[src/rtl/lvg_seq_if.sv]
// lvg_seq_if: sequencer <-> ROM / weight memory / lvg core signal bundle.
// master = sequencer side, slave = environment (ROM, memory, core, host).
interface lvg_seq_if #(
    parameter int IADDR_W = 8,
    parameter int MADDR_W = 8
);
    logic                 run;
    logic [IADDR_W-1:0]   imem_addr;
    logic [MADDR_W+7:0]   imem_data;
    logic                 mem_rd;
    logic                 mem_wr;
    logic [MADDR_W-1:0]   mem_addr;
    logic                 acc_load;
    logic [7:0]           core_op;
    logic                 core_start;
    logic                 core_done;
    logic                 busy;
    logic                 halted;
    logic                 err;

    modport master (
        input  run, imem_data, core_done,
        output imem_addr, mem_rd, mem_wr, mem_addr, acc_load,
        output core_op, core_start, busy, halted, err
    );

    modport slave (
        output run, imem_data, core_done,
        input  imem_addr, mem_rd, mem_wr, mem_addr, acc_load,
        input  core_op, core_start, busy, halted, err
    );
endinterface

[src/rtl/lvg_sequencer.sv]
// lvg_sequencer: instruction sequencer for the lvg 4x4 systolic core.
// Ports: clk, rst (sync, active-high), bus (lvg_seq_if.master):
//   run in; imem_addr out / imem_data in (sync ROM, 1-cycle latency);
//   mem_rd/mem_wr/mem_addr, acc_load, core_op/core_start/core_done;
//   busy, halted, err status.
// Option: define LVG_SEQ_TIMEOUT_EN to bound WAIT to TIMEOUT cycles.
module lvg_sequencer #(
    parameter int IADDR_W = 8,
    parameter int MADDR_W = 8,
    parameter int TIMEOUT = 64
) (
    input logic        clk,
    input logic        rst,
    lvg_seq_if.master  bus
);
    typedef enum logic [2:0] {
        S_IDLE, S_FETCH, S_DECODE, S_EXEC, S_MEMWAIT, S_WAIT, S_HALTED
    } state_t;

    localparam logic [7:0] OP_NOP     = 8'd0;
    localparam logic [7:0] OP_LOADACC = 8'd3;
    localparam logic [7:0] OP_STORE   = 8'd4;
    localparam logic [7:0] OP_LOOP    = 8'd9;
    localparam logic [7:0] OP_ENDLOOP = 8'd10;
    localparam logic [7:0] OP_HALT    = 8'hFF;

    state_t               state_q, state_d;
    logic [IADDR_W-1:0]   pc_q, pc_d, pc_inc;
    logic [7:0]           op_q, op_d;
    logic [MADDR_W-1:0]   maddr_q, maddr_d;
    logic [7:0]           cop_q, cop_d;
    logic [MADDR_W-1:0]   lcnt_q, lcnt_d;
    logic [IADDR_W-1:0]   lpc_q, lpc_d;
    logic                 err_q, err_d;
    logic                 rd, wr, acc, start;
    logic                 is_load, is_comp, dec_comp;
    logic [7:0]           dec_op;

`ifdef LVG_SEQ_TIMEOUT_EN
    localparam int TW = $clog2(TIMEOUT + 1);
    logic [TW-1:0]        to_q, to_d;
`else
    localparam int unused_timeout = TIMEOUT;
`endif

    assign pc_inc   = pc_q + 1'b1;
    assign is_load  = (op_q >= 8'd1) && (op_q <= 8'd3);
    assign is_comp  = (op_q >= 8'd5) && (op_q <= 8'd8);
    assign dec_op   = bus.imem_data[7:0];
    assign dec_comp = (dec_op >= 8'd5) && (dec_op <= 8'd8);

    always_comb begin
        state_d = state_q;
        pc_d    = pc_q;
        op_d    = op_q;
        maddr_d = maddr_q;
        cop_d   = cop_q;
        lcnt_d  = lcnt_q;
        lpc_d   = lpc_q;
        err_d   = err_q;
        rd      = 1'b0;
        wr      = 1'b0;
        acc     = 1'b0;
        start   = 1'b0;
`ifdef LVG_SEQ_TIMEOUT_EN
        to_d    = to_q;
`endif
        unique case (state_q)
            S_IDLE, S_HALTED: begin
                if (bus.run) begin
                    state_d = S_FETCH;
                    pc_d    = '0;
                    err_d   = 1'b0;
                end
            end
            S_FETCH: state_d = S_DECODE;
            S_DECODE: begin
                op_d    = dec_op;
                maddr_d = bus.imem_data[MADDR_W+7:8];
                // Present the opcode together with core_start.
                if (dec_comp) cop_d = dec_op;
                state_d = S_EXEC;
            end
            S_EXEC: begin
                unique case (1'b1)
                    (op_q == OP_NOP): begin
                        pc_d    = pc_inc;
                        state_d = S_FETCH;
                    end
                    is_load: begin
                        rd      = 1'b1;
                        state_d = S_MEMWAIT;
                    end
                    (op_q == OP_STORE): begin
                        wr      = 1'b1;
                        pc_d    = pc_inc;
                        state_d = S_FETCH;
                    end
                    is_comp: begin
                        start   = 1'b1;
                        state_d = S_WAIT;
`ifdef LVG_SEQ_TIMEOUT_EN
                        to_d    = '0;
`endif
                    end
                    (op_q == OP_LOOP): begin
                        lcnt_d  = maddr_q;
                        lpc_d   = pc_inc;
                        pc_d    = pc_inc;
                        state_d = S_FETCH;
                    end
                    (op_q == OP_ENDLOOP): begin
                        if (lcnt_q != '0) begin
                            lcnt_d = lcnt_q - 1'b1;
                            pc_d   = lpc_q;
                        end else begin
                            pc_d   = pc_inc;
                        end
                        state_d = S_FETCH;
                    end
                    (op_q == OP_HALT): state_d = S_HALTED;
                    default: begin
                        err_d   = 1'b1;
                        state_d = S_HALTED;
                    end
                endcase
            end
            S_MEMWAIT: begin
                acc     = (op_q == OP_LOADACC);
                pc_d    = pc_inc;
                state_d = S_FETCH;
            end
            S_WAIT: begin
                if (bus.core_done) begin
                    pc_d    = pc_inc;
                    state_d = S_FETCH;
                end
`ifdef LVG_SEQ_TIMEOUT_EN
                else if (to_q == TW'(TIMEOUT - 1)) begin
                    err_d   = 1'b1;
                    state_d = S_HALTED;
                end else begin
                    to_d    = to_q + 1'b1;
                end
`endif
            end
            default: state_d = S_IDLE;
        endcase
    end

    always_ff @(posedge clk) begin
        if (rst) begin
            state_q <= S_IDLE;
            pc_q    <= '0;
            op_q    <= '0;
            maddr_q <= '0;
            cop_q   <= '0;
            lcnt_q  <= '0;
            lpc_q   <= '0;
            err_q   <= 1'b0;
`ifdef LVG_SEQ_TIMEOUT_EN
            to_q    <= '0;
`endif
        end else begin
            state_q <= state_d;
            pc_q    <= pc_d;
            op_q    <= op_d;
            maddr_q <= maddr_d;
            cop_q   <= cop_d;
            lcnt_q  <= lcnt_d;
            lpc_q   <= lpc_d;
            err_q   <= err_d;
`ifdef LVG_SEQ_TIMEOUT_EN
            to_q    <= to_d;
`endif
        end
    end

    // Strobes are decoded from state; masking with rst keeps an
    // aborted operation from emitting a pulse in the reset cycle.
    assign bus.mem_rd     = rd & ~rst;
    assign bus.mem_wr     = wr & ~rst;
    assign bus.acc_load   = acc & ~rst;
    assign bus.core_start = start & ~rst;
    assign bus.imem_addr  = pc_q;
    assign bus.mem_addr   = maddr_q;
    assign bus.core_op    = cop_q;
    assign bus.busy       = (state_q != S_IDLE) && (state_q != S_HALTED);
    assign bus.halted     = (state_q == S_HALTED);
    assign bus.err        = err_q;
endmodule

[src/flat_wrapper.sv]
// flat-port wrapper written by rule: the top's interface ports become plain ports
module lvg_sequencer_flat 
#(
    parameter int IADDR_W = 8,
    parameter int MADDR_W = 8,
    parameter int TIMEOUT = 64
)
  (clk, rst, bus_run, bus_imem_data, bus_core_done, bus_imem_addr, bus_mem_rd, bus_mem_wr, bus_mem_addr, bus_acc_load, bus_core_op, bus_core_start, bus_busy, bus_halted, bus_err);
  lvg_seq_if #(.IADDR_W(IADDR_W), .MADDR_W(MADDR_W)) bus_i ();
  input logic clk;
  input logic rst;
  input wire logic [$bits(bus_i.run)-1:0] bus_run;
  input wire logic [$bits(bus_i.imem_data)-1:0] bus_imem_data;
  input wire logic [$bits(bus_i.core_done)-1:0] bus_core_done;
  output wire logic [$bits(bus_i.imem_addr)-1:0] bus_imem_addr;
  output wire logic [$bits(bus_i.mem_rd)-1:0] bus_mem_rd;
  output wire logic [$bits(bus_i.mem_wr)-1:0] bus_mem_wr;
  output wire logic [$bits(bus_i.mem_addr)-1:0] bus_mem_addr;
  output wire logic [$bits(bus_i.acc_load)-1:0] bus_acc_load;
  output wire logic [$bits(bus_i.core_op)-1:0] bus_core_op;
  output wire logic [$bits(bus_i.core_start)-1:0] bus_core_start;
  output wire logic [$bits(bus_i.busy)-1:0] bus_busy;
  output wire logic [$bits(bus_i.halted)-1:0] bus_halted;
  output wire logic [$bits(bus_i.err)-1:0] bus_err;
  assign bus_i.run = bus_run;
  assign bus_i.imem_data = bus_imem_data;
  assign bus_i.core_done = bus_core_done;
  assign bus_imem_addr = bus_i.imem_addr;
  assign bus_mem_rd = bus_i.mem_rd;
  assign bus_mem_wr = bus_i.mem_wr;
  assign bus_mem_addr = bus_i.mem_addr;
  assign bus_acc_load = bus_i.acc_load;
  assign bus_core_op = bus_i.core_op;
  assign bus_core_start = bus_i.core_start;
  assign bus_busy = bus_i.busy;
  assign bus_halted = bus_i.halted;
  assign bus_err = bus_i.err;
  lvg_sequencer #(.IADDR_W(IADDR_W), .MADDR_W(MADDR_W), .TIMEOUT(TIMEOUT)) u_core (.clk(clk), .rst(rst), .bus(bus_i));
endmodule
[config.mk]
export PLATFORM = sky130hd
export DESIGN_NAME = lvg_sequencer_flat
export DESIGN_NICKNAME = d
export VERILOG_FILES = /design/src/rtl/lvg_seq_if.sv /design/src/rtl/lvg_sequencer.sv /design/src/flat_wrapper.sv
export SDC_FILE = /design/constraint.sdc
export NUM_CORES = 1
export LEC_CHECK = 0
export CORE_MARGIN = 4
export CORE_UTILIZATION = 40
export CTS_CLUSTER_SIZE = 10
export DETAILED_ROUTE_END_ITERATION = 8
export HOLD_SLACK_MARGIN = 0.02
export PLACE_DENSITY = 0.73
export SYNTH_ARGS = -nofsm -noshare
export SYNTH_HDL_FRONTEND = slang
export SYNTH_SLANG_ARGS = --single-unit
export TNS_END_PERCENT = 1
[constraint.sdc]
create_clock -name clk -period 2.3 [get_ports clk]
set_clock_uncertainty 0.15 [all_clocks]
set_input_delay 0.345 -clock clk [delete_from_list [all_inputs] [get_ports clk]]
set_output_delay 0.345 -clock clk [all_outputs]
set_load 0.005 [all_outputs]
# Word level (Yosys, flattened, before mapping)
# Index checks and enable logic that the tools add are counted.
word_totals:
  regBits: 52
  input_bits: 20
  output_inout_bits: 31
  wordCells: 80
op_classes:
  addsub: 2
  n_lt_le_gt_ge: 6
  eq_ne: 17
  muxes: 21
  bitwise_logic: 5
  reduce_logical: 21
ops:
  columns: ["cell", "n"]
  rows:
  - ["$mux 8", 4]
  - ["$pmux 8 s2", 2]
  - ["$pmux 8 s4", 1]
  - ["$pmux 3 s6", 1]
  - ["$eq 8x4->1 const B", 2]
  - ["$ge 8x3->1 const B", 2]
  - ["$le 8x4->1 const B", 2]
  - ["$eq 3x3->1 const B", 3]
  - ["$mux 1", 9]
  - ["$pmux 3 s3", 1]
  - ["$add 8x1->8 const B", 1]
  - ["$eq 8x2->1 const B", 1]
  - ["$eq 8x3->1 const B", 1]
  - ["$eq 8x8->1 const B", 1]
  - ["$ge 8x1->1 const B", 1]
  - ["$le 8x2->1 const B", 1]
  - ["$logic_not 8->1", 1]
  - ["$ne 2x2->1 const B", 4]
  - ["$reduce_bool 8->1", 1]
  - ["$sub 8x1->8 const B", 1]
  - ["$reduce_or 7->1", 1]
  - ["$eq 3x2->1 const B", 2]
  - ["$mux 3", 2]
  - ["$reduce_and 2->1", 3]
  - ["other kinds (16)", 24]

# Depth between registers and ports, before layout
# Gate-level depths: netlist (run 1).
depth:
  ltp_word: 5
  ltp_mapped: 9
  depth_no_buf: 7

# Least setup slack after synthesis (run 1)
# No wires, ideal clock.
synth_path:
  path_kind: "flip-flop to flip-flop"
  start: "register u_core.lcnt_q[0]"
  end: "register u_core.lcnt_q[0]"
  setup_time_ns: 0.071
  arrival_ns: 1.864
  required_time_ns: 2.079
  setup_slack_ns: 0.216
  stages_incl_launch_ff: 9
  path_buffers: 1
  synth_period_minus_slack_ns: 2.084
  cell_sequence: "dfxtp_1 > inv_1 > ha_1 > or3b_2 > nand2b_4 > a41oi_2 > buf_6 > mux2i_1 > a21oi_1"
synth_via:
  elab_chain_cells: 3
  elab_cells_between_ends: 6
  classes_between: "add/sub: 1; eq/ne: 1; mux: 2; reduce/logical: 2"
synth_rtl:
  columns: ["element", "line", "rtl"]
  rows:
  - ["start: declaration", "lvg_sequencer.sv:32", "logic [MADDR_W-1:0] lcnt_q, lcnt_d;"]
  - ["start signal: assignment", "lvg_sequencer.sv:170", "lcnt_q <= lcnt_d;"]
  - ["$sub 8x1->8 / $reduce_bool 8->1 (equally long branches)", "lvg_sequencer.sv:114, lvg_sequencer.sv:113", null]
  - ["$mux 8 / $ne 2x2->1 (equally long branches)", null, null]
  - ["$pmux 8 s2 / $reduce_and 3->1 (equally long branches)", null, null]
# Several ways; a longest one is shown, not always the timed one. The select of a mux whose other input is x is not followed.
# A chain may end at the register's enable or synchronous reset.

# Worst setup path in the final report (run 1)
layout_path:
  start: "register u_core.op_q[6]"
  end: "output port bus_core_start"
layout_via:
  elab_chain_cells: 5
  elab_cells_between_ends: 6
  classes_between: "order compare: 2; mux: 2; bitwise: 1; reduce/logical: 1"
layout_rtl:
  columns: ["element", "line", "rtl"]
  rows:
  - ["start: declaration", "lvg_sequencer.sv:29", "logic [7:0] op_q, op_d;"]
  - ["start signal: assignment", "lvg_sequencer.sv:167", "op_q <= op_d;"]
  - ["$ge 8x3->1 / $le 8x4->1 (equally long branches)", "lvg_sequencer.sv:48", "assign is_comp = (op_q >= 8'd5) && (op_q <= 8'd8);"]
  - ["$logic_and 1x1->1 (*)", "lvg_sequencer.sv:48", null]
  - ["$mux 1 (*)", "lvg_sequencer.sv:85", "unique case (1'b1)"]
  - ["$mux 1 (*)", "lvg_sequencer.sv:68", "unique case (state_q)"]
  - ["$and 1x1->1 (*)", "lvg_sequencer.sv:184", "assign bus.core_start = start & ~rst;"]
  - ["end: declaration", "flat_wrapper.sv:21", "output wire logic [$bits(bus_i.core_start)-1:0] bus_core_start;"]
# Mark *: on every way between the ends. The rest lies on a longest branch, timed or not.

==> results of run 1 <==
## worst paths after layout
kind                          startpoint                      to  slack [ns]  cells past startpoint
setup / recovery          u_core.op_q[6]          bus_core_start        0.04                      6
hold / removal    u_core.bus.mem_addr[4]  u_core.bus.mem_addr[4]        0.33                      2
setup reg to reg        u_core.lcnt_q[1]        u_core.lcnt_q[0]        0.15                      8
hold reg to reg   u_core.bus.mem_addr[4]  u_core.bus.mem_addr[4]        0.33                      2
## per-layer routing
layer  up-vias  share of wire  global-route usage  wire (microns)
li1       1290              -                   -               -
met1      1215           0.46              0.1993            2934
met2        45           0.49              0.2776            3094
met3         6          0.040             0.03506             256
met4         0          0.011             0.04725              68
met5         -              0                   0               0
## cell families (layout without fill, tap and decap cells)
kind of cell | count (synthesis) | after routing
AO/OA/AOI/OAI | 87 | 87
buffers and inverters | 32 | 89
multiplexers | 5 | 5
AND/OR/NAND/NOR | 144 | 144
XOR/XNOR | 7 | 7
adder cells (fa/ha/maj) | 4 | 4
flip-flops | 52 | 52
## what timing repair did
action / CTS / global route
resized for setup: 9 / 2
setup buffers: 0 / 1
endpoints found under the setup margin: 4 / 8
pin swaps: 3 / 3
## critical path, stage by stage (launching register included)
cell and delay (ns):
dfxtp_2 0.36, nor4_4 0.37, buf_4 0.17, nand3_2 0.09, buf_4 0.15, nor2_1 0.09
dlygate4sd2_1 0.23
## area by class of cell
type / count / share of cell area
repair buffers: 71 / 0.1943
inverters: 10 / 0.01090
well taps: 77 / 0.02797
clock buffers: 8 / 0.02615
multi-input cells: 247 / 0.4377
flip-flops and latches: 52 / 0.3029
## stage by stage
step	instances	setup WS (ns)	cell area, sq um	util
floorplan	331	0.2157	2673	-
global placement	456	-0.07170	3314	0.5161
detailed placement	456	-0.1302	3314	0.5161
CTS	464	-0.1412	3427	0.5336
global route	465	-0.07764	3445	0.5363
finish	465	0.03971	3445	0.5363
## state kept, by name, indices dropped and copies added, names as in the netlist
signal	flops
u_core.state_q	3
u_core.lpc_q	8
u_core.bus.err	1
u_core.lcnt_q	8
u_core.bus.imem_addr	8
u_core.bus.core_op	8
u_core.bus.mem_addr	8
u_core.op_q	8
## cell usage in the layout, fill, tap and decap left out, drive strengths merged, types with 3 or more instances in the layout
cell | Yosys | final
nand3 | 4 | 4
a21oi | 33 | 33
o221ai | 3 | 3
clkdlybuf4s50 | 0 | 46
o21ai | 12 | 12
dfxtp | 52 | 52
clkbuf | 11 | 8
o21bai | 4 | 4
nor2 | 35 | 35
a311oi | 6 | 6
inv | 10 | 10
nor4 | 6 | 6
nand2 | 59 | 59
nor3b | 4 | 4
xnor2 | 5 | 5
mux2i | 5 | 5
buf | 11 | 21
a211oi | 6 | 6
nor3 | 6 | 6
and3 | 6 | 6
dlygate4sd2 | 0 | 3
or4 | 4 | 4
nand4 | 4 | 4
o211ai | 3 | 3
## power by group
part           leakage, nW  internal [mW]  switching [mW]
registers            0.423           1.02           0.159
logic                0.766          0.510           0.491
clock network       0.0455          0.246           0.287
total                 1.23           1.78           0.938
==> results.md, run 1 <==
Yosys:
- The most common flop cell mapped by yosys is dfxtp_1.
- By area, the combinational part of the netlist is dominated by simple AND/OR/NAND/NOR gates.
- The complex-gate fraction of the synthesized area was 0.2196.
- The post-synthesis async set-or-reset flop share is 0.
- The synthesized design contains 0 enable-type register cells.
- Counting flops and latches in the post-synthesis netlist gives 52.
- The area fraction of the dominant cell type after synthesis is 0.3895.
- The sequential element share of the synthesized area is 0.3895.
- Each instance of the synthesized netlist takes up on average approximately 8.1 sq um.
- The dominant cell by count in the synthesized netlist is nand2_1.
- Ranked by instance count, the synthesized netlist is headed by nand2_1, dfxtp_1, nor2_1.
- Yosys printed 0 warnings.
- Synthesis handed over a netlist of roughly 330 instances.
- The portion of synthesized area spent on multiplexers is 0.01873.
- The post-synthesis share of cell area spent on xor and xnor gates is 0.02294.
- The adder-cell share of the synthesized area is 0.01685.
- The cell area that synthesis handed to floorplanning was 2673 sq um.
- The largest area contributor in the netlist is dfxtp_1.
- Yosys attributes the largest share of cell area to dfxtp_1, nand2_1, a21oi_1, nor2_1, o21ai_0.
- The post-synthesis share of cell area spent on and, or, nand and nor gates is 0.2743.
- The number of different library cells used by synthesis comes to 63.
- The net count of the mapped netlist is about 350.

STA:
- The final count of hold timing violations was 0.
- The shortest clock period the worst path allows after layout is roughly 2.3 ns.
- After routing, the total negative slack on setup checks comes to 0 ns.
- The tightest hold path in the finished design has a slack of 0.3278 ns.
- Setup repair after global routing could not meet its margin everywhere.
- In the finished design, the share of the clock period the worst path needs comes to 0.9827.
- The worst slew slack as a fraction of its limit is 0.6768.
- For the pin with the worst max-slew slack, the measured transition is 0.4804 ns.
- The number of endpoints failing setup at the final stage is 0.
- The number of slew-limit violations in the final report is 0.
- Derived from the worst setup path, the maximum achievable clock frequency is around 440 MHz.

Clock tree:
- The maximum buffer depth of the clock tree is 2.
- The clock tree from TritonCTS is yes.
- The clock-pin slew reported for the worst setup and hold paths after clock tree synthesis is 0.09 ns.
- The clock sink total is 52.
- The root cell of the clock tree is clkbuf_8.
- Clock latency on the worst-skew pair, taken at its later pin, is 0.30 ns.
- The H-tree was split into 2 levels.
- TritonCTS created 5 clock buffers.
- The number of hold buffers added after cts is 0.

Pwr:
- The analysis attributes to cell leakage a power of roughly 1.2 nW.
- The total power after layout is about 2.7 mW.
- For this design the ratio of total power to cell area is approximately 800 nW/um^2.
- Across the VDD grid, the largest voltage drop is 0.2814 mV.

Critical path:
- For the worst setup path, the data arrival time is roughly 1.8 ns.
- The type of destination of the critical path is an output port.
- For the worst setup path, the data required time is about 1.8 ns.
- Along the worst path, the maximum fanout reaches 5.
- The critical path launch point type is a register.
- The type of the worst setup path is register to output port.

Placed design:
- At the end of routability-driven placement, the weighted congestion stood at slightly below 0.8.
- The number of port buffers is 50.
- The HPWL after detailed placement is between 4 and 5 mm.

Floorplanning:
- In this run the horizontal extent of the chip is 89.74 microns.
- The region available for standard cell placement spans between 6000 and 7000 sq um.
- The vertical extent of the die is roughly 90 microns.
- The number of top-level pins is slightly above 50.
- The initial cell density of the core is 0.4161.
- Row generation in the floorplan step produced 29 rows.
- The floorplan die area is 8053 sq um.

Route:
- The number of detailed-route iterations in the first pass is 4.
- In the routed design, unresolved DRC markers number 0.
- Dividing the detail-routed wire length by the instance count gives about 14 microns.
- The initial detailed-routing violation count is 115.
- The total detailed-routing wirelength is about 6.4 mm.
- The average via count per standard cell is between 5 and 6.
- For this block, the via count after detailed routing is 2,556.
- The count of nets left with antenna violations once routing finished came out at 0.

Finish:
- The total number of nets in the final design is ~400.
- The layout overhead on the synthesized area is 28.89%.
- The repair_antennas step left the layout with diodes totalling 0.
- In the final layout, the share of cells above drive strength 1 is 0.1263.
- The area occupied by registers is between 1000 and 1500 sq um.
- The multi-input combinational cells in the finished layout cover a total of about 1500 sq um.
- Fill cells in the final layout number 611.

Global route:
- The pin count of the biggest net entering global routing is 38.
- The global routing usage summed across all routing layers is 0.1601.
- The number of antenna violations at the first check in global routing is 0.
- The number of global-route vias before repair came to between 2,000 and 2,500.
- The total congestion overflow after global routing is 0.
- The first global-routing pass estimated ~11 mm of wire.

Worst hold path:
- The kind of path behind the tightest hold check is register to register.

Run status:
- The flow ran to the end, and the final reports show no timing, DRC or antenna violations.

Job:
- The max-capacitance violation count is 0.
(Power assumes the default switching activity.)
==> inputs of run 2 (changes only) <==
Settings changed: SETUP_SLACK_MARGIN set to 0.5.
==> results.md, run 2 (synthesized netlist as in run 1, its figures left out) <==
Pwr:
- The share of total power dissipated in sequential elements is 0.399.
- The worst supply voltage drop on vdd is around 0.37 mV.
- The standby leakage power is between 1 and 1.5 nW.
- The internal power is ~1.9 mW.
- The combinational share of power is 0.390.
- Of the total power, the share spent switching nets is 0.3386.
- Summed over all nets, the switching power comes to 0.9937 mW.
- In this run the power density over the cells is 823.3 nW/um^2.
- Of the total power, the clock network draws 0.211.

Clock tree:
- Clock latency on the worst-skew pair, taken at its later pin, is 0.31 ns.
- The H-tree generated during clock tree synthesis spans 2 levels.
- In this run, post-CTS hold repair placed 0 buffers.
- The clock-pin slew reported for the worst setup and hold paths after clock tree synthesis is roughly 0.090 ns.
- The maximum buffer depth of the clock tree is 2.
- The clock sink total is 52.
- TritonCTS built the clock tree.
- Counting the buffers created by CTS gives 5.
- Clock tree synthesis selected as its root buffer the cell clkbuf_8.

Global route:
- The number of global-route vias before repair was between 2,000 and 2,500.
- Summed over all layers, the global routing overflow is 0.
- The global-route wire length before repair is 11.28 mm.
- Entering global routing, the biggest net connects 35 pins.
- The global routing usage summed across all routing layers is 0.1639.
- The number of antenna violations at the first check in global routing was 0.

Critical path:
- The flop-to-flop setup slack is around 0.14 ns.
- The worst-case reg-to-reg path depth is 9.
- The critical path data required time is roughly 1.8 ns.
- The endpoint of the worst setup timing path is bus_core_start.
- The critical path in this run is classified as register to output port.
- For the worst setup path, the data arrival time is around 1.7 ns.
- The worst setup path is captured at an output port.
- The most frequent cell on the critical path is buf_6.
- The worst setup path is launched from a register.
- Traced cell by cell, the critical path runs through nor4_4 -> buf_4 -> nand3_4 -> buf_6 -> buf_6 -> buf_6 -> nor2_2 -> buf_2.
- The largest individual stage delay along the critical path comes from the cell dfxtp_4.
- The worst register-to-register path ends at u_core.lcnt_q[7].
- The start point of the critical path is u_core.op_q[7].
- The maximum fanout along the worst path is 2.
- In this design, the stage delay of the slowest critical-path cell is 0.36 ns.
- The worst reg2reg path startpoint is u_core.op_q[7].

STA:
- The number of slew-limit violations in the final report is 0.
- The final count of hold timing violations is 0.
- The actual slew at the worst max-slew pin is between 0.5 and 0.6 ns.
- The post-route worst hold slack is approximately 0.33 ns.
- The period utilization is 0.9507.
- The worst slew slack as a fraction of its limit is 0.6420.
- In the final timing run, aggregate negative setup slack is 0 ns.
- Setup repair after global routing could not meet its margin everywhere.
- The shortest clock period the worst path allows after layout is approximately 2.2 ns.
- The fmax is around 460 MHz.
- The number of endpoints failing setup at the final stage is 0.

Route:
- The initial detailed-routing violation count is about 130.
- In this run the remaining antenna-violating nets after routing total 0.
- The total DRC errors in the routed layout is 0.
- In the routed layout, each cell is associated on average with a via count of between 5 and 6.
- Summing over every cut layer, the via total after detailed routing is approximately 2,600.
- After detailed routing, the average wire length per cell comes to 14.16 microns.
- The pre-antenna-repair detailed-routing pass consisted of 4 iterations.
- The total detailed-routing wirelength is ~6.7 mm.

Floorplanning:
- The initial cell density of the core is 0.4161.
- The floorplan die area is about 8100 sq um.
- just over 50 I/O pins were placed.
- Row generation in the floorplan step produced 29 rows.
- The core box area is ~6400 sq um.
- The die is between 80 and 90 microns tall.
- The floorplan step set the die width to about 90 microns.

Finish:
- The layout overhead on the synthesized area is 33.38%.
- For this run, the post-layout net count is between 400 and 500.
- The leading cell type in the layout, fill and taps excluded is nand2_1.
- The count of antenna diodes in the layout is 0.
- Of the cells placed in the final design, the portion with a size suffix greater than 1 is 0.1667.
- The library cells used most frequently in the layout, excluding fill and tap cells, are nand2_1, dfxtp_1, clkdlybuf4s50_1.

Worst hold path:
- The tightest min-delay check is of the register to register type.
- In this run the most critical hold path is launched from u_core.bus.core_op[5].

Placed design:
- The number of port buffers is 50.
- At the end of routability-driven placement, the weighted congestion stood at 0.7805.
- After legalization and detailed placement, the total HPWL measured 4.710 mm.

Job:
- Max-cap violations in this run came to 0.

Run status:
- The flow ran to the end, and the final reports show no timing, DRC or antenna violations.
[run 2: how the worst min path moves through the flow]
stage	endpoint	slack [ns]	cells past startpoint
3_5_place_dp	u_core.bus.core_op[5]	0.32	1
3_3_place_gp	u_core.bus.imem_addr[0]	0.31	2
5_1_grt	u_core.bus.core_op[4]	0.34	1
6_report	u_core.bus.core_op[5]	0.33	1
4_1_cts	u_core.bus.core_op[4]	0.34	1
2_1_floorplan	u_core.bus.imem_addr[1]	0.31	2
[run 2: worst max-delay path: cells and delay by family, from the launching register on]
kind / cells / cell delay (ns)
flip-flops: 1 / 0.36
AND/OR/NAND/NOR: 3 / 0.41
buffers and inverters: 5 / 0.61
[run 2: what timing repair did]
| action | in CTS | in global routing |
|---|---|---|
| pin swaps | 5 | 0 |
| setup buffers | 10 | 1 |
| setup endpoints to repair | 40 | 43 |
| gates resized for setup | 25 | 2 |
[run 2: through the flow]
| step | instances | power, mW | worst slack [ns] | util | area [sq um] |
|---|---|---|---|---|---|
| floorplan | 331 | 1.793 | 0.4088 | - | 2705 |
| detailed placement | 454 | 2.216 | -0.07780 | 0.5178 | 3326 |
| finish | 473 | 2.935 | 0.1134 | 0.5550 | 3565 |
| global placement | 454 | 2.202 | -0.08344 | 0.5178 | 3326 |
| CTS | 472 | 2.939 | 0.09879 | 0.5511 | 3540 |
| global route | 473 | 3.113 | 0.04347 | 0.5550 | 3565 |
[run 2: final cells by class]
class | count | area, sq um
clock inverters | 2 | 35.03
flip-flops and latches | 52 | 1049
inverters | 10 | 37.54
well taps | 77 | 96.34
multi-input cells | 247 | 1534
fillers | 590 | 2858
repair buffers | 79 | 740.7
clock buffers | 6 | 72.57
[run 2: power by group through the flow]
stage | Sequential (mW) | Combinational, mW | Clock (mW)
6_report | 1.17 | 1.14 | 0.619
3_3_place_gp | 1.19 | 1.02 | 0
2_1_floorplan | 1.14 | 0.657 | 0
4_1_cts | 1.17 | 1.14 | 0.627
3_5_place_dp | 1.19 | 1.03 | 0
5_1_grt | 1.19 | 1.26 | 0.663
[run 2: per-layer routing]
| metal | global-route usage | routed length [microns] | up-vias |
|---|---|---|---|
| met3 | 0.03756 | 284 | 7 |
| li1 | - | - | 1302 |
| met1 | 0.2095 | 3042 | 1234 |
| met5 | 0 | 0 | - |
| met4 | 0.04470 | 82 | 0 |
| met2 | 0.2782 | 3290 | 60 |
==> inputs of run 3 (changes only) <==
Settings changed: CORE_MARGIN 4 to not set, GPL_TIMING_DRIVEN set to 0.
==> results.md, run 3 (synthesized netlist as in run 1, its figures left out) <==
Placed design:
- The post-detailed-placement cell area is around 3300 sq um.
- Prior to clock tree synthesis, the placed netlist has a worst setup slack of -0.1676 ns.
- The weighted congestion at the end of routability-driven global placement is 0.8294.
- Detailed placement finished with a half-perimeter wire length of ~4.9 mm.
- The number of port buffers is 50.

Floorplanning:
- After floorplanning, the core was sized to cover 6386 sq um.
- The floorplan die area is roughly 7000 sq um.
- The vertical extent of the die is around 84 microns.
- The floorplan step set the die width to 83.74 microns.
- The initial cell density of the core is 0.4185.
- The number of top-level pins is 51.
- After floorplanning, the core was divided into 29 placement rows.

Finish:
- The leading cell type in the layout, fill and taps excluded is nand2_1.
- The total number of nets in the final design is 415.
- The end-of-flow core utilization is 0.5474.
- The fraction of final layout cells sized beyond drive strength 1 is 0.1371.
- The layout overhead on the synthesized area is 30.81%.
- The count of antenna diodes in the layout is 0.
- The library cells used most frequently in the layout, excluding fill and tap cells, are nand2_1, dfxtp_1, clkdlybuf4s50_1.
- The finished cells cover approximately 3500 sq um.

Critical path:
- The worst stage delay on the critical path is around 0.37 ns.
- The maximum fanout along the worst path is 4.
- The critical path launch point type is a register.
- The critical path goes through nor4_4 -> buf_4 -> nand4_1 -> nor4_2 -> clkdlybuf4s15_1.
- The startpoint identified for the worst register-to-register timing path is u_core.state_q[1].
- The critical path starts at u_core.op_q[7].
- Data on the critical path is required at its endpoint by 1.80 ns.
- By startpoint and endpoint, the worst setup path is classified as register to output port.
- STA classifies the critical path endpoint as an output port.
- The cell class contributing the biggest share of worst-path delay is simple AND/OR/NAND/NOR gates.
- The arrival time of the worst setup path is around 1.7 ns.
- Among all stages on the critical path, the largest delay is contributed by dfxtp_4.
- The buffers plus inverters on the worst setup path is 2.

Global route:
- The number of global-route vias before repair is around 2,400.
- The total congestion overflow after global routing is 0.
- The first global-routing pass estimated roughly 12 mm of wire.
- The number of antenna violations at the first check in global routing is 0.
- In the global route stage, overall resource usage came out at 0.2025.
- Entering global routing, the biggest net connects 16 pins.

Route:
- The average routed wire per standard cell is around 14 microns.
- The initial detailed-routing violation count is 160.
- The total DRC errors in the routed layout is 0.
- The average via count per standard cell is roughly 5.5.
- The number of detailed-route iterations in the first pass is 4.
- The total detailed-routing wirelength is roughly 6.7 mm.
- Across all layers, the routed design uses between 2,000 and 3,000 vias.
- The number of routed nets with antenna violations is 0.

Clock tree:
- The maximum buffer depth of the clock tree is 2.
- The clock sink total is 52.
- The total number of H-tree levels is 2.
- The clock tree from TritonCTS is yes.
- The root cell of the clock tree is clkbuf_8.
- The clock latency reported for the late side of the worst-skew pair is 0.31 ns.
- In this run, post-CTS hold repair placed 0 buffers.
- The clock buffer count from CTS is 5.
- The clock-pin slew reported for the worst setup and hold paths after clock tree synthesis is ~0.090 ns.

STA:
- The number of slew-limit violations in the final report is 0.
- Derived from the worst setup path, the maximum achievable clock frequency is approximately 460 MHz.
- The worst path needs ~2.2 ns of the cycle, external delays included.
- The period utilization is 0.9381.
- Headroom to the max-slew limit came out at 0.6161.
- The final count of hold timing violations is 0.
- Setup repair after global routing could not meet its margin everywhere.
- The worst path meets setup with between 0.1 and 0.15 ns of slack.
- The post-route worst hold slack is ~0.33 ns.
- The actual slew at the worst max-slew pin is between 0.5 and 0.6 ns.
- The number of endpoints failing setup at the final stage is 0.

Pwr:
- Across the VDD grid, the largest voltage drop is about 0.38 mV.
- The share of total power dissipated in combinational logic is 0.404.
- The standby leakage power is 1.206 nW.
- The internal power is 1.811 mW.
- Of the total power, registers draw 0.404.
- The share of total power dissipated in the clock network is 0.192.
- Of the total power, the share spent switching nets is 0.3585.
- The net switching component of the power is between 1 and 1.5 mW.
- The total power density per cell area is 807.3 nW/um^2.
- Power comes to about 2.8 mW.

Worst hold path:
- The startpoint identified for the worst hold timing path is u_core.bus.core_op[5].
- The kind of path behind the tightest hold check is register to register.

Job:
- The max-capacitance violation count is 0.

Run status:
- The flow ran to the end, and the final reports show no timing, DRC or antenna violations.
-- run 3: cell count changes in the layout (fill, tap and decap cells not counted), sizes merged --
cell / before / now
clkinv: 1 / 2
clkbuf: 6 / 17
bufinv: 1 / 0
clkdlybuf4s15: 0 / 3
buf: 32 / 16
-- run 3: timing repair --
| action | 4_1_cts | 5_1_grt |
|---|---|---|
| resized for setup | 21 | 5 |
| pin swaps | 5 | 5 |
| setup buffers | 5 | 0 |
| setup endpoints to repair | 51 | 59 |
-- run 3: final cells by class --
type / count / area, sq um
clock buffers: 6 / 82.58
fillers: 585 / 2890
clock inverters: 2 / 10.01
inverters: 10 / 37.54
flip-flops and latches: 52 / 1049
plain buffers: 22 / 130.1
repair buffers: 55 / 538.0
multi-input cells: 247 / 1553
well taps: 77 / 96.34
-- run 3: layer usage --
| metal | GRT usage | share of wire | vias up |
|---|---|---|---|
| met5 | 0 | 0 | - |
| li1 | - | - | 1304 |
| met1 | 0.2764 | 0.46 | 1219 |
| met4 | 0.05701 | 0.0094 | 0 |
| met2 | 0.3171 | 0.47 | 63 |
| met3 | 0.05045 | 0.056 | 6 |
-- run 3: stage by stage --
step                std cells  TNS, ns
global placement          458  -0.7550
detailed placement        458  -0.6701
floorplan                 331        0
finish                    471        0
global route              471        0
CTS                       471        0
-- run 3: power by group through the flow --
| stage | clock network, mW | logic (mW) | registers (mW) |
|---|---|---|---|
| 6_report | 0.543 | 1.14 | 1.14 |
| 5_1_grt | 0.594 | 1.26 | 1.16 |
| 4_1_cts | 0.553 | 1.11 | 1.14 |
| 3_5_place_dp | 0 | 1.02 | 1.15 |
| 3_3_place_gp | 0 | 1.00 | 1.15 |
| 2_1_floorplan | 0 | 0.657 | 1.14 |
-- run 3: worst paths after layout --
kind                                end  cells after the start  slack, ns
setup / recovery           bus_acc_load                      5       0.14
hold / removal    u_core.bus.core_op[5]                      1       0.33
setup reg to reg       u_core.lcnt_q[6]                     10       0.19
hold reg to reg   u_core.bus.core_op[5]                      1       0.33
